`config.mk`:
```
export PLATFORM = sky130hd
export DESIGN_NAME = shift_sequencer
export DESIGN_NICKNAME = d
export VERILOG_FILES = /design/src/rtl/shift_sequencer.sv
export SDC_FILE = /design/constraint.sdc
export NUM_CORES = 1
export LEC_CHECK = 0
export BUFFER_PORTS_ARGS = -buffer_cell sky130_fd_sc_hd__buf_2
export CELL_PAD_IN_SITES_DETAIL_PLACEMENT = 1
export CELL_PAD_IN_SITES_GLOBAL_PLACEMENT = 1
export CORE_AREA = 2 2 81 83
export DETAILED_ROUTE_END_ITERATION = 7
export DIE_AREA = 0 0 83 85
export PLACE_DENSITY_LB_ADDON = 0.1
export SLEW_MARGIN = 0
export SYNTH_ARGS = -nofsm -noshare
export SYNTH_HDL_FRONTEND = slang
export SYNTH_SLANG_ARGS = --single-unit
```
`constraint.sdc`:
```
create_clock -name clk -period 2.9 [get_ports clk]
set_clock_uncertainty 0.1 [all_clocks]
set_input_delay 0.145 -clock clk [delete_from_list [all_inputs] [get_ports clk]]
set_output_delay 0.145 -clock clk [all_outputs]
set_load 0.02 [all_outputs]
```
`src/rtl/shift_sequencer.sv`:
```
// ---------------------------------------------------------------------------
// shift_sequencer
//
// Multi-cycle shift unit controller for the unpipelined datapath. It replaces a
// wide combinational barrel shifter for the R-type shifts (SLL/SRL/SRA/ROL).
// The operand is moved one bit position per clock, so a shift by shamt takes
// shamt SHIFT cycles. A single-cycle done pulse then reports the result.
//
// Parameters:
//   WIDTH    data path width in bits
//   SHAMT_W  shift amount width (2**SHAMT_W == WIDTH)
//
// Ports:
//   clk      in   system clock, rising edge
//   rst      in   synchronous active-high reset
//   start    in   shift request, sampled only in IDLE or DONE
//   op       in   00 SLL, 01 SRL (zero fill), 10 SRA (sign fill), 11 ROL
//   data_in  in   operand (rt value)
//   shamt    in   shift amount
//   busy     out  high while shifting
//   done     out  one-cycle pulse, result valid
//   result   out  shifted value; held from done until the next accepted start
// ---------------------------------------------------------------------------
module shift_sequencer #(
    parameter int WIDTH   = 32,
    parameter int SHAMT_W = 5
) (
    input  logic               clk,
    input  logic               rst,
    input  logic               start,
    input  logic [1:0]         op,
    input  logic [WIDTH-1:0]   data_in,
    input  logic [SHAMT_W-1:0] shamt,
    output logic               busy,
    output logic               done,
    output logic [WIDTH-1:0]   result
);

    // Encoding 2'b11 is unused and recovers to IDLE through the default arm.
    typedef enum logic [1:0] {
        IDLE  = 2'b00,
        SHIFT = 2'b01,
        DONE  = 2'b10
    } state_t;

    typedef enum logic [1:0] {
        OP_SLL = 2'b00,
        OP_SRL = 2'b01,
        OP_SRA = 2'b10,
        OP_ROL = 2'b11
    } op_t;

    state_t             state_q;
    op_t                op_q;
    logic [SHAMT_W-1:0] count_q;
    logic [WIDTH-1:0]   result_q;
    logic               busy_q;
    logic               done_q;

    logic [WIDTH-1:0]   result_d;
    logic [SHAMT_W-1:0] count_d;

    // One-bit step of the latched operation, applied once per SHIFT cycle.
    always_comb begin
        result_d = result_q;
        case (op_q)
            OP_SLL: result_d = {result_q[WIDTH-2:0], 1'b0};
            OP_SRL: result_d = {1'b0, result_q[WIDTH-1:1]};
            OP_SRA: result_d = {result_q[WIDTH-1], result_q[WIDTH-1:1]};
            OP_ROL: result_d = {result_q[WIDTH-2:0], result_q[WIDTH-1]};
        endcase
        count_d = count_q - SHAMT_W'(1);
    end

    // Controller. busy/done are registered alongside the state so that they
    // are exactly (state==SHIFT) and (state==DONE) without output decode logic.
    always_ff @(posedge clk) begin
        if (rst) begin
            state_q  <= IDLE;
            op_q     <= OP_SLL;
            count_q  <= '0;
            result_q <= '0;
            busy_q   <= 1'b0;
            done_q   <= 1'b0;
        end else begin
            case (state_q)
                // DONE accepts a new request exactly like IDLE, which allows
                // back-to-back shifts without an idle gap.
                IDLE, DONE: begin
                    if (start) begin
                        result_q <= data_in;
                        op_q     <= op_t'(op);
                        count_q  <= shamt;
                        if (shamt == '0) begin
                            state_q <= DONE;
                            busy_q  <= 1'b0;
                            done_q  <= 1'b1;
                        end else begin
                            state_q <= SHIFT;
                            busy_q  <= 1'b1;
                            done_q  <= 1'b0;
                        end
                    end else begin
                        state_q <= IDLE;
                        busy_q  <= 1'b0;
                        done_q  <= 1'b0;
                    end
                end

                // start is deliberately ignored here; requests are not queued.
                SHIFT: begin
                    result_q <= result_d;
                    count_q  <= count_d;
                    if (count_q == SHAMT_W'(1)) begin
                        state_q <= DONE;
                        busy_q  <= 1'b0;
                        done_q  <= 1'b1;
                    end else begin
                        state_q <= SHIFT;
                        busy_q  <= 1'b1;
                        done_q  <= 1'b0;
                    end
                end

                default: begin
                    state_q <= IDLE;
                    busy_q  <= 1'b0;
                    done_q  <= 1'b0;
                end
            endcase
        end
    end

    assign busy   = busy_q;
    assign done   = done_q;
    assign result = result_q;

endmodule

```
==> reports/results.tsv, run 1 <==
stage	metric	value	unit
run_status	outcome	finished, final reports clean	
finish	Ant. Diodes	0	
synth	Synth warnings	0	
global_routing	largest net degree at the start of global routing	43	
clock_tree	CTS tree	yes	
timing	Final min period	2.19	ns
die	Core Box Area	6200	um^2
timing	Hold Violations, Final	0	
drt	final WL	6950	um
worst_setup_path	Worst Path Class, Setup	register to register	
timing	final hold slack	0.0128	ns
synth	share of the synthesized area in the top cell type	35.3	%
synth	most common cell in the netlist	nand2_1	
power	Pint	0.983	mW
synth	register area share after synthesis	35.3	%
timing	RSZ-0062 raised after global routing	false	
worst_setup_path	Worst Path Required	2.96	ns
drt	antenna-violating nets left	0	
timing	final setup margin	0.711	ns
die	die height	85	um
power	Combinational Power Share	30.1	%
timing	Setup Viol. Count Final	0	
die	effective utilization at floorplan	37.5	%
global_routing	first-pass GRT wire length	11300	um
clock_tree	Clock Path Buffers	2	
synth	number of synthesized flops with an enable pin	0	
finish	Total Nets Final	385	
power	Lkg Pwr	1.18	nW
synth	net count after synthesis	325	
clock_tree	Post-CTS Hold Buffers	2	
global_routing	vias in the first global route	2285	
global_routing	global route overflow	0	
synth	#FFs+latches synth	41	
synth	ys async rst share	0	%
worst_setup_path	CP Max Fanout	19	
global_routing	initial antenna violation count	0	
power	Psw	0.553	mW
drt	initial detailed-routing violation count	60	
clock_tree	Post CTS Setup Buffer Count	0	
drt	Via density	5.62	
clock_tree	H-tree depth	2	
global_routing	GRT Total Usage	19.3	%
power	Power Dens Cells	546	nW/um^2
drt	DR vias	2354	
die	die area	7060	um^2
timing	slew margin rel.	43.3	%
placement	DP HPWL	4740	um
power	worst ir drop on vdd	0.196	mV
timing	Final Max Tran Viols	0	
clock_tree	clk_lat worst skew	0.29	ns
clock_tree	CTS Root Cell	clkbuf_8	
timing	setup_tns	0	ns
finish	FILL cells	750	
worst_setup_path	setup slack, reg-to-reg	0.71	ns
synth	Avg Synthesized Cell Area	8.28	um^2
job	maxcap violations	0	
synth	Synth area leaders	dfxtp_1 35%, a311oi_1 11%, and3b_1 11%	
die	num rows	29	
drt	DRC	0	
power	Sw Ratio	36.0	%
placement	Placer Congestion	0.727	
clock_tree	Worst-path clk slew	0.08	ns
worst_setup_path	Worst Setup Start Kind	register	
placement	Place WS	0.682	ns
finish	final core utilization	45.3	%
placement	Buffers on Ports	75	
synth	Synth Flop Type	dfxtp_1	
worst_setup_path	Worst setup EP type	register	
synth	Syn Inst Count	281	
clock_tree	Inserted Clock Buffers	5	
synth	Yosys top cell by area	dfxtp_1	
synth	Mapped Area	2330	um^2
clock_tree	Sink Count	41	
power	total power	1.54	mW
drt	WL per Instance	16.6	um
synth	Post-synth top cells	64 x nand2_1, 41 x dfxtp_1, 30 x a211oi_1, 29 x a311oi_1, 29 x and3b_1	
finish	Synth-to-Final Area Change	20.9	%
clock_tree	PostCTS Resize Cnt	0	
power	Flop pwr share	45.8	%
min_path	min-delay worst type	input pin to register	
drt	DRT Pass-1 Iters	4	
timing	Final Cycle Share	75.5	%
timing	fmax	457	MHz
die	I/O Pins	76	
worst_setup_path	Arrival @ worst endpoint	2.25	ns
timing	Worst-Margin Slew	0.848	ns
synth	post-synth cell types	41	
power	Clk network pwr share	24.1	%
die	Die W	83	um
finish	share of cells above drive strength 1	26.3	%
==> state kept, by name, indices dropped and copies added (netlist names) <==
| signal | flops |
|---|---|
| count_q | 5 |
| op_q | 2 |
| done | 1 |
| busy | 1 |
| result | 32 |
==> cell usage in the layout (no fill, tap or decap), types with 2 or more instances in the layout <==
| master | count |
|---|---|
| buf_2 | 75 |
| nand2_1 | 64 |
| dfxtp_1 | 41 |
| a211oi_1 | 30 |
| and3b_1 | 29 |
| a311oi_1 | 29 |
| a21oi_1 | 7 |
| buf_4 | 7 |
| nor2_1 | 5 |
| clkbuf_8 | 5 |
| inv_1 | 4 |
| nand2b_1 | 4 |
| nand3_1 | 4 |
| mux2i_1 | 3 |
| clkbuf_1 | 3 |
| nor2b_1 | 2 |
| nor3_1 | 2 |
| or4_1 | 2 |
| a31oi_1 | 2 |
| ha_1 | 2 |
| dlygate4sd3_1 | 2 |
==> per-layer routing <==
layer	vias to the layer above	GRT usage (%)	part of all wire [%]
met4	0	4.47	0.73
met2	51	32.8	47
met5	-	0	0
met3	5	4.38	4.4
met1	1121	25.1	48
li1	1177	-	-
==> power groups by stage <==
| stage | Combinational [mW] | Clock [mW] | Sequential [mW] |
|---|---|---|---|
| after global placement | 0.456 | 0 | 0.717 |
| after CTS | 0.467 | 0.379 | 0.704 |
| after floorplan | 0.268 | 0 | 0.759 |
| final | 0.462 | 0.370 | 0.704 |
| after global routing | 0.511 | 0.402 | 0.716 |
| after detailed placement | 0.465 | 0 | 0.717 |
==> cell type report <==
type	instances	area (um^2)	share of cell area (%)
Multi-Input combinational cell	205	1350	48.1
Sequential cell	41	821	29.2
Timing Repair Buffer	84	448	15.9
Tap cell	77	96.3	3.43
Clock buffer	8	80.1	2.85
Inverter	4	15.0	0.534
==> stage by stage <==
| step | instances | area (um^2) |
|---|---|---|
| after detailed placement | 409 | 2710 |
| after CTS | 419 | 2810 |
| after global placement | 409 | 2710 |
| after floorplan | 281 | 2330 |
| final | 419 | 2810 |
| after global routing | 419 | 2810 |
==> path summary, 6_finish.rpt <==
check        startpoint  depth (start not counted)          to
min            shamt[3]                          3  count_q[3]
max reg2reg        busy                          4  result[29]
max                busy                          4  result[29]
min reg2reg  count_q[1]                          2  count_q[1]
==> critical path, cell delays in order, from the launching register on <==
cell       delay, ns
dfxtp_1         0.70
nand2b_1        0.47
buf_4           0.33
nor2_1          0.08
a2111oi_0       0.35
==> cells by family (layout without fill, tap and decap cells) <==
group | after synthesis | after routing | share of synthesized area [%]
AOI/OAI and AO/OA | 81 | 81 | 27.2
xor gates and xnor gates | 2 | 2 | 1.08
adders and majority gates | 2 | 2 | 1.08
buffers and inverters | 35 | 96 | 6.99
DFF | 41 | 41 | 35.3
muxes | 3 | 3 | 1.29
and+or+nand+nor | 117 | 117 | 27.1
Note: power is estimated with default switching activity, not from simulation.
==> run 2, diff against run 1 <==
--- a/config.mk
+++ b/config.mk
@@ -5,12 +5,13 @@
 export SDC_FILE = /design/constraint.sdc
 export NUM_CORES = 1
 export LEC_CHECK = 0
+export ABC_AREA = 1
 export BUFFER_PORTS_ARGS = -buffer_cell sky130_fd_sc_hd__buf_2
 export CELL_PAD_IN_SITES_DETAIL_PLACEMENT = 1
 export CELL_PAD_IN_SITES_GLOBAL_PLACEMENT = 1
-export CORE_AREA = 2 2 81 83
+export CORE_AREA = 2 2 88 90
 export DETAILED_ROUTE_END_ITERATION = 7
-export DIE_AREA = 0 0 83 85
+export DIE_AREA = 0 0 90 92
 export PLACE_DENSITY_LB_ADDON = 0.1
 export SLEW_MARGIN = 0
 export SYNTH_ARGS = -nofsm -noshare
==> constraint.sdc (replaced) <==
create_clock -name clk -period 2.3 [get_ports clk]
set_clock_uncertainty 0.1 [all_clocks]
set_input_delay 0.115 -clock clk [delete_from_list [all_inputs] [get_ports clk]]
set_output_delay 0.115 -clock clk [all_outputs]
set_load 0.02 [all_outputs]
==> run 2 against run 1 <==
Sequential power increased by 22%. Critical path depth rose by 3. Area after synthesis up 6.2%. Utilization is 5.9 points lower. Combinational power up 66%. Design area rose by 4.5%. Critical endpoint is now result[0]. Highest routed layer unchanged.
==> reports/results.tsv, run 2 <==
stage	metric	value	unit	change
run_status	outcome	finished, final reports clean		
finish	Synth-to-Final Area Change	18.9	%	
timing	Setup Viol. Count Final	0		unchanged
synth	#FFs+latches synth	41		unchanged
finish	most common cell after layout, fill and taps aside	nand2_1		
drt	Via density	4.85		-14%
synth	post-synth cell types	26		-37%
power	worst ir drop on vdd	0.242	mV	+23%
global_routing	global route overflow	0		unchanged
worst_setup_path	crit path cell chain	nand2_2, inv_1, nor2_4, nand2_1, nand2_1, nand2_1, a21oi_1		
die	I/O Pins	76		unchanged
worst_setup_path	Buf+Inv Stages, Crit Path	1		unchanged
synth	share of the synthesized area in the top cell type	33.2	%	-2.1 points
timing	Final min period	1.66	ns	-0.534 ns
power	Lkg Pwr	1.55	nW	+31%
timing	Final Max Tran Viols	0		unchanged
finish	Total Nets Final	496		+29%
clock_tree	PostCTS Resize Cnt	0		unchanged
die	die height	92	um	+8.2%
worst_setup_path	delay-heaviest family, CP	simple AND/OR/NAND/NOR gates		
clock_tree	clk_lat worst skew	0.29	ns	about the same
synth	Synth area leaders	dfxtp_1 33%, nand2_1 15%, nand3_1 13%		
clock_tree	Post-CTS Hold Buffers	0		-2
drt	antenna-violating nets left	0		unchanged
synth	Syn Inst Count	389		+38%
worst_setup_path	CP most frequent cell	nand2_1		
global_routing	largest net degree at the start of global routing	38		-12%
worst_setup_path	CP Max Fanout	19		unchanged
placement	DP HPWL	5310	um	+12%
min_path	min-delay worst type	input pin to register		
clock_tree	Inserted Clock Buffers	5		unchanged
synth	Avg Synthesized Cell Area	6.35	um^2	-23%
finish	most frequent cells in the layout	101 x nand2_1, 75 x buf_2, 62 x nand3_1		
clock_tree	Post CTS Setup Buffer Count	0		unchanged
worst_setup_path	FF-to-FF Start	op_q[1]		
synth	Yosys top cell by area	dfxtp_1		
power	Power Dens Cells	723	nW/um^2	+32%
clock_tree	H-tree depth	2		unchanged
synth	most common cell in the netlist	nand2_1		
clock_tree	CTS tree	yes		
placement	Placer Congestion	0.735		+1.1%
clock_tree	Clock Path Buffers	2		unchanged
synth	Synth warnings	0		unchanged
worst_setup_path	Worst setup EP type	register		
worst_setup_path	Worst Setup Start Kind	register		
finish	max reg flops	32		unchanged
worst_setup_path	Arrival @ worst endpoint	1.79	ns	-0.46 ns
timing	Final Cycle Share	72.0	%	-3.5 points
worst_setup_path	slowest CP cell	nor2_4		
worst_setup_path	Worst Path Class, Setup	register to register		
min_path	worst hold start	data_in[8]		
timing	RSZ-0062 raised after global routing	false		
timing	final hold slack	0.0141	ns	+0.00134 ns
global_routing	first-pass GRT wire length	12900	um	+14%
die	Core Box Area	7450	um^2	+20%
clock_tree	Worst-path clk slew	0.08	ns	about the same
global_routing	GRT Total Usage	18.9	%	-0.36 points
finish	FILL cells	1054		+41%
placement	Buffers on Ports	75		unchanged
global_routing	initial antenna violation count	0		unchanged
clock_tree	Sink Count	41		unchanged
drt	DR vias	2686		+14%
timing	setup_tns	0	ns	unchanged
die	effective utilization at floorplan	33.2	%	-4.3 points
die	num rows	32		+10%
drt	DRT Pass-1 Iters	4		unchanged
timing	slew margin rel.	52.6	%	+9.2 points
worst_setup_path	slowest stage delay, CP	0.38	ns	-0.32 ns
drt	WL per Instance	13.9	um	-16%
die	die area	8280	um^2	+17%
drt	final WL	7690	um	+11%
synth	Synth Flop Type	dfxtp_1		
worst_setup_path	Worst Setup SP	op_q[1]		
clock_tree	CTS Root Cell	clkbuf_8		
finish	share of cells above drive strength 1	21.7	%	-4.6 points
worst_setup_path	Worst Path Required	2.43	ns	-0.53 ns
synth	number of synthesized flops with an enable pin	0		unchanged
job	maxcap violations	0		unchanged
die	Die W	90	um	+8.4%
timing	fmax	604	MHz	+32%
synth	ys async rst share	0	%	unchanged
drt	DRC	0		unchanged
synth	net count after synthesis	433		+33%
drt	initial detailed-routing violation count	75		+25%
finish	Ant. Diodes	0		unchanged
synth	Post-synth top cells	101 x nand2_1, 62 x nand3_1, 56 x inv_1, 41 x dfxtp_1, 40 x o21ai_0		
timing	Worst-Margin Slew	0.711	ns	-0.138 ns
synth	Mapped Area	2470	um^2	+6.2%
synth	register area share after synthesis	33.2	%	-2.1 points
global_routing	vias in the first global route	2684		+17%
timing	Hold Violations, Final	0		unchanged
## run 2: cell types whose count changed after synthesis, moves of 4 or more
cell	delta
a211oi_1	-30
a21oi_1	+28
a311oi_1	-29
and3b_1	-29
buf_6	+5
clkbuf_1	-11
inv_1	+52
nand2_1	+37
nand2b_1	-4
nand3_1	+58
nor2_1	+4
o21ai_0	+39
## run 2: worst paths after layout
kind,end,slack (ns),cells after the start
worst min register to register,result[0],0.39,2
worst min-delay path,result[8],0.01,5
worst max-delay path,result[0],0.64,7
worst max register to register,result[0],0.64,7
## run 2: cell families after synthesis
kind of cell	count (synthesis)	synth area share (%)
flops	41	33.2
compound gates	82	17.2
xor+xnor	1	0.355
fa+ha+maj	2	1.01
simple gates	180	32.6
buf+inv	83	15.6
## run 2: stage by stage
step	util, %	cell area (um^2)	setup slack [ns]	std cells	power (mW)
3_5_place_dp	38.3	2850	0.631	547	1.65
2_1_floorplan	-	2470	0.897	389	1.44
4_1_cts	39.4	2940	0.612	554	2.16
3_3_place_gp	38.3	2850	0.689	547	1.64
6_report	39.4	2940	0.645	554	2.12
5_1_grt	39.4	2940	0.468	554	2.28
## run 2: area by class of cell
type | instances | area [um^2] | area share [%]
inverter | 59 | 224 | 7.63
sequential | 41 | 821 | 28.0
multi-input combinational | 265 | 1260 | 43.1
clock buffer | 7 | 86.3 | 2.94
timing repair buffer | 80 | 413 | 14.1
tap | 102 | 128 | 4.35
## run 2: worst reg2reg max path, cell delays in order, from the launching register on
cell and delay [ns]:
dfxtp_1 0.36, nand2_2 0.27, inv_1 0.13, nor2_4 0.38, nand2_1 0.12, nand2_1 0.09
nand2_1 0.05, a21oi_1 0.10
## run 2: per-layer routing
metal / part of all wire, % / up-vias / wire [um] / track usage, %
met1: 46 / 1261 / 3570 / 23.7
li1: - / 1364 / - / -
met2: 49 / 55 / 3740 / 34.0
met4: 0.85 / 0 / 65 / 3.85
met3: 4.1 / 6 / 314 / 3.45
met5: 0 / - / 0 / 0
## run 2: power by group
group          internal (mW)  total [mW]  switching [mW]
Clock                  0.239       0.496           0.257
Combinational          0.254       0.767           0.514
Sequential             0.799       0.860          0.0611
==> run 3, diff against run 2 <==
--- a/config.mk
+++ b/config.mk
@@ -9,9 +9,9 @@
 export BUFFER_PORTS_ARGS = -buffer_cell sky130_fd_sc_hd__buf_2
 export CELL_PAD_IN_SITES_DETAIL_PLACEMENT = 1
 export CELL_PAD_IN_SITES_GLOBAL_PLACEMENT = 1
-export CORE_AREA = 2 2 88 90
+export CORE_AREA = 2 2 93 95
 export DETAILED_ROUTE_END_ITERATION = 7
-export DIE_AREA = 0 0 90 92
+export DIE_AREA = 0 0 95 97
 export PLACE_DENSITY_LB_ADDON = 0.1
 export SLEW_MARGIN = 0
 export SYNTH_ARGS = -nofsm -noshare
==> constraint.sdc (replaced) <==
create_clock -name clk -period 1.5 [get_ports clk]
set_clock_uncertainty 0.1 [all_clocks]
set_input_delay 0.075 -clock clk [delete_from_list [all_inputs] [get_ports clk]]
set_output_delay 0.075 -clock clk [all_outputs]
set_load 0.02 [all_outputs]
==> run 3 against run 2 <==
Sequential power rose by 53%. Sequential cell count did not move. Combinational power rose by 68%. Clock power rose by 80%. Die area rose by 11%. Count of clock-buffer cells in the layout fell by 2. First-iteration DRC count fell by 8.0%. Register-to-register slack got worse by 0.51 ns. Critical endpoint is now result[29]. Routed wire length rose by 8.0%.
==> reports/results.tsv, run 3 (synthesis gave the netlist of run 2 again) <==
stage	metric	value	unit	change
run_status	outcome	finished, final reports clean		
timing	Setup Viol. Count Final	0		unchanged
finish	Total Nets Final	531		+7.1%
finish	max reg flops	32		unchanged
placement	Placer Congestion	0.740		+0.71%
timing	slew margin rel.	78.7	%	+26 points
drt	initial detailed-routing violation count	69		-8.0%
clock_tree	Clock Path Buffers	2		unchanged
timing	setup_tns	0	ns	unchanged
timing	Worst-Margin Slew	0.319	ns	-0.391 ns
clock_tree	H-tree depth	2		unchanged
die	effective utilization at floorplan	30.4	%	-2.8 points
power	Lkg Pwr	1.72	nW	+11%
min_path	min-delay worst type	input pin to register		
timing	Final min period	1.37	ns	-0.288 ns
timing	final setup margin	0.133	ns	-0.512 ns
timing	fmax	731	MHz	+21%
die	Core Box Area	8130	um^2	+9.2%
timing	Hold Violations, Final	0		unchanged
clock_tree	CTS Root Cell	clkbuf_8		
drt	DR vias	2801		+4.3%
die	Die W	95	um	+5.6%
clock_tree	clk_lat worst skew	0.30	ns	about the same
clock_tree	Worst-path clk slew	0.09	ns	about the same
placement	Buffers on Ports	75		unchanged
global_routing	GRT Total Usage	19.0	%	+0.040 points
global_routing	global route overflow	0		unchanged
drt	Via density	4.73		-2.4%
drt	DRT Pass-1 Iters	4		unchanged
global_routing	largest net degree at the start of global routing	33		-13%
job	maxcap violations	0		unchanged
min_path	worst hold start	data_in[12]		
finish	Synth-to-Final Area Change	34.9	%	
worst_setup_path	Worst Setup Start Kind	register		
die	die area	9220	um^2	+11%
clock_tree	Sink Count	41		unchanged
global_routing	first-pass GRT wire length	14000	um	+8.7%
timing	Final Cycle Share	91.1	%	+19 points
placement	Cell Area, Placed	2920	um^2	+2.4%
clock_tree	CTS tree	yes		
worst_setup_path	Worst Path Required	1.58	ns	-0.85 ns
worst_setup_path	Worst setup EP type	register		
finish	Ant. Diodes	0		unchanged
finish	most common cell after layout, fill and taps aside	nand2_1		
drt	final WL	8300	um	+8.0%
power	worst ir drop on vdd	0.397	mV	+64%
timing	Final Max Tran Viols	0		unchanged
clock_tree	Inserted Clock Buffers	5		unchanged
worst_setup_path	Arrival @ worst endpoint	1.45	ns	-0.34 ns
timing	final hold slack	0.00222	ns	-0.0119 ns
worst_setup_path	crit path cell chain	inv_2, nor2_4, buf_4, nor2_8, nand2_1, o211ai_1, nor2_1		
global_routing	initial antenna violation count	0		unchanged
finish	most frequent cells in the layout	101 x nand2_1, 75 x buf_2, 62 x nand3_1		
worst_setup_path	Buf+Inv Stages, Crit Path	2		+1
die	I/O Pins	76		unchanged
finish	final instance area	3330	um^2	+13%
drt	antenna-violating nets left	0		unchanged
power	Power Dens Cells	1050	nW/um^2	+46%
timing	RSZ-0062 raised after global routing	true		
worst_setup_path	Worst Path Class, Setup	register to register		
die	num rows	33		+3.1%
global_routing	vias in the first global route	2996		+12%
finish	share of cells above drive strength 1	22.2	%	+0.50 points
worst_setup_path	delay-heaviest family, CP	simple AND/OR/NAND/NOR gates		
worst_setup_path	slowest stage delay, CP	0.35	ns	-0.03 ns
die	die height	97	um	+5.4%
worst_setup_path	Worst Setup SP	busy		
placement	Place WS	0.0355	ns	-0.595 ns
placement	DP HPWL	5770	um	+8.5%
drt	WL per Instance	14.0	um	+1.1%
drt	DRC	0		unchanged
worst_setup_path	CP Max Fanout	18		-1
worst_setup_path	FF-to-FF Start	busy		
worst_setup_path	slowest CP cell	dfxtp_2		
[run 3: cell types whose count changed in the layout (fill, tap and decap cells not counted), sizes merged]
| cell | change |
|---|---|
| clkinv | +1 |
| bufinv | +1 |
| clkbuf | -2 |
| dlygate4sd3 | +27 |
| buf | +8 |
[run 3: repair_timing]
item,4_1_cts,5_1_grt
gates resized for setup,0,5
hold buffers,27,0
setup buffers,0,1
endpoints found under the setup margin,0,34
endpoints found under the hold margin,27,0
[run 3: worst paths after layout]
kind | end | slack (ns) | cells after the start
setup / recovery | result[29] | 0.13 | 7
hold / removal | result[12] | 0.002 | 5
setup reg to reg | result[29] | 0.13 | 7
hold reg to reg | count_q[4] | 0.40 | 2
[run 3: final cells by class]
cell class                 count  area, um^2
clock inverter                 2        35.0
sequential                    41         822
timing repair buffer         115         776
inverter                      59         224
clock buffer                   5        68.8
fill                        1073        4800
multi-input combinational    265        1270
tap                          105         131
[run 3: tightest hold or removal path: stages]
cell	delay, ns
buf_2	0.09
nand2_1	0.05
nand3_1	0.07
nand2_1	0.04
inv_1	0.04
[run 3: metal layers]
layer  global-route usage [%]  part of all wire (%)  wire, um  vias to the layer above
met5                        0                     0         0                        -
met2                     33.9                    51      4270                       48
li1                         -                     -         -                     1432
met1                     23.7                    45      3700                     1314
met3                     2.73                   3.0       247                        7
met4                     4.35                  0.96        80                        0
[run 3: report_power, final]
group	internal (mW)	switching (mW)	leakage [nW]
registers	1.23	0.0957	0.340
logic	0.481	0.809	1.33
clock network	0.485	0.409	0.0540
[run 3: through the flow]
stage                     util, %  std cells  power, mW
after floorplan                 -        389       2.20
after global placement       35.9        557       2.55
after detailed placement     35.9        557       2.57
after CTS                    40.5        591       3.54
after global routing         40.9        592       3.78
final                        40.9        592       3.50
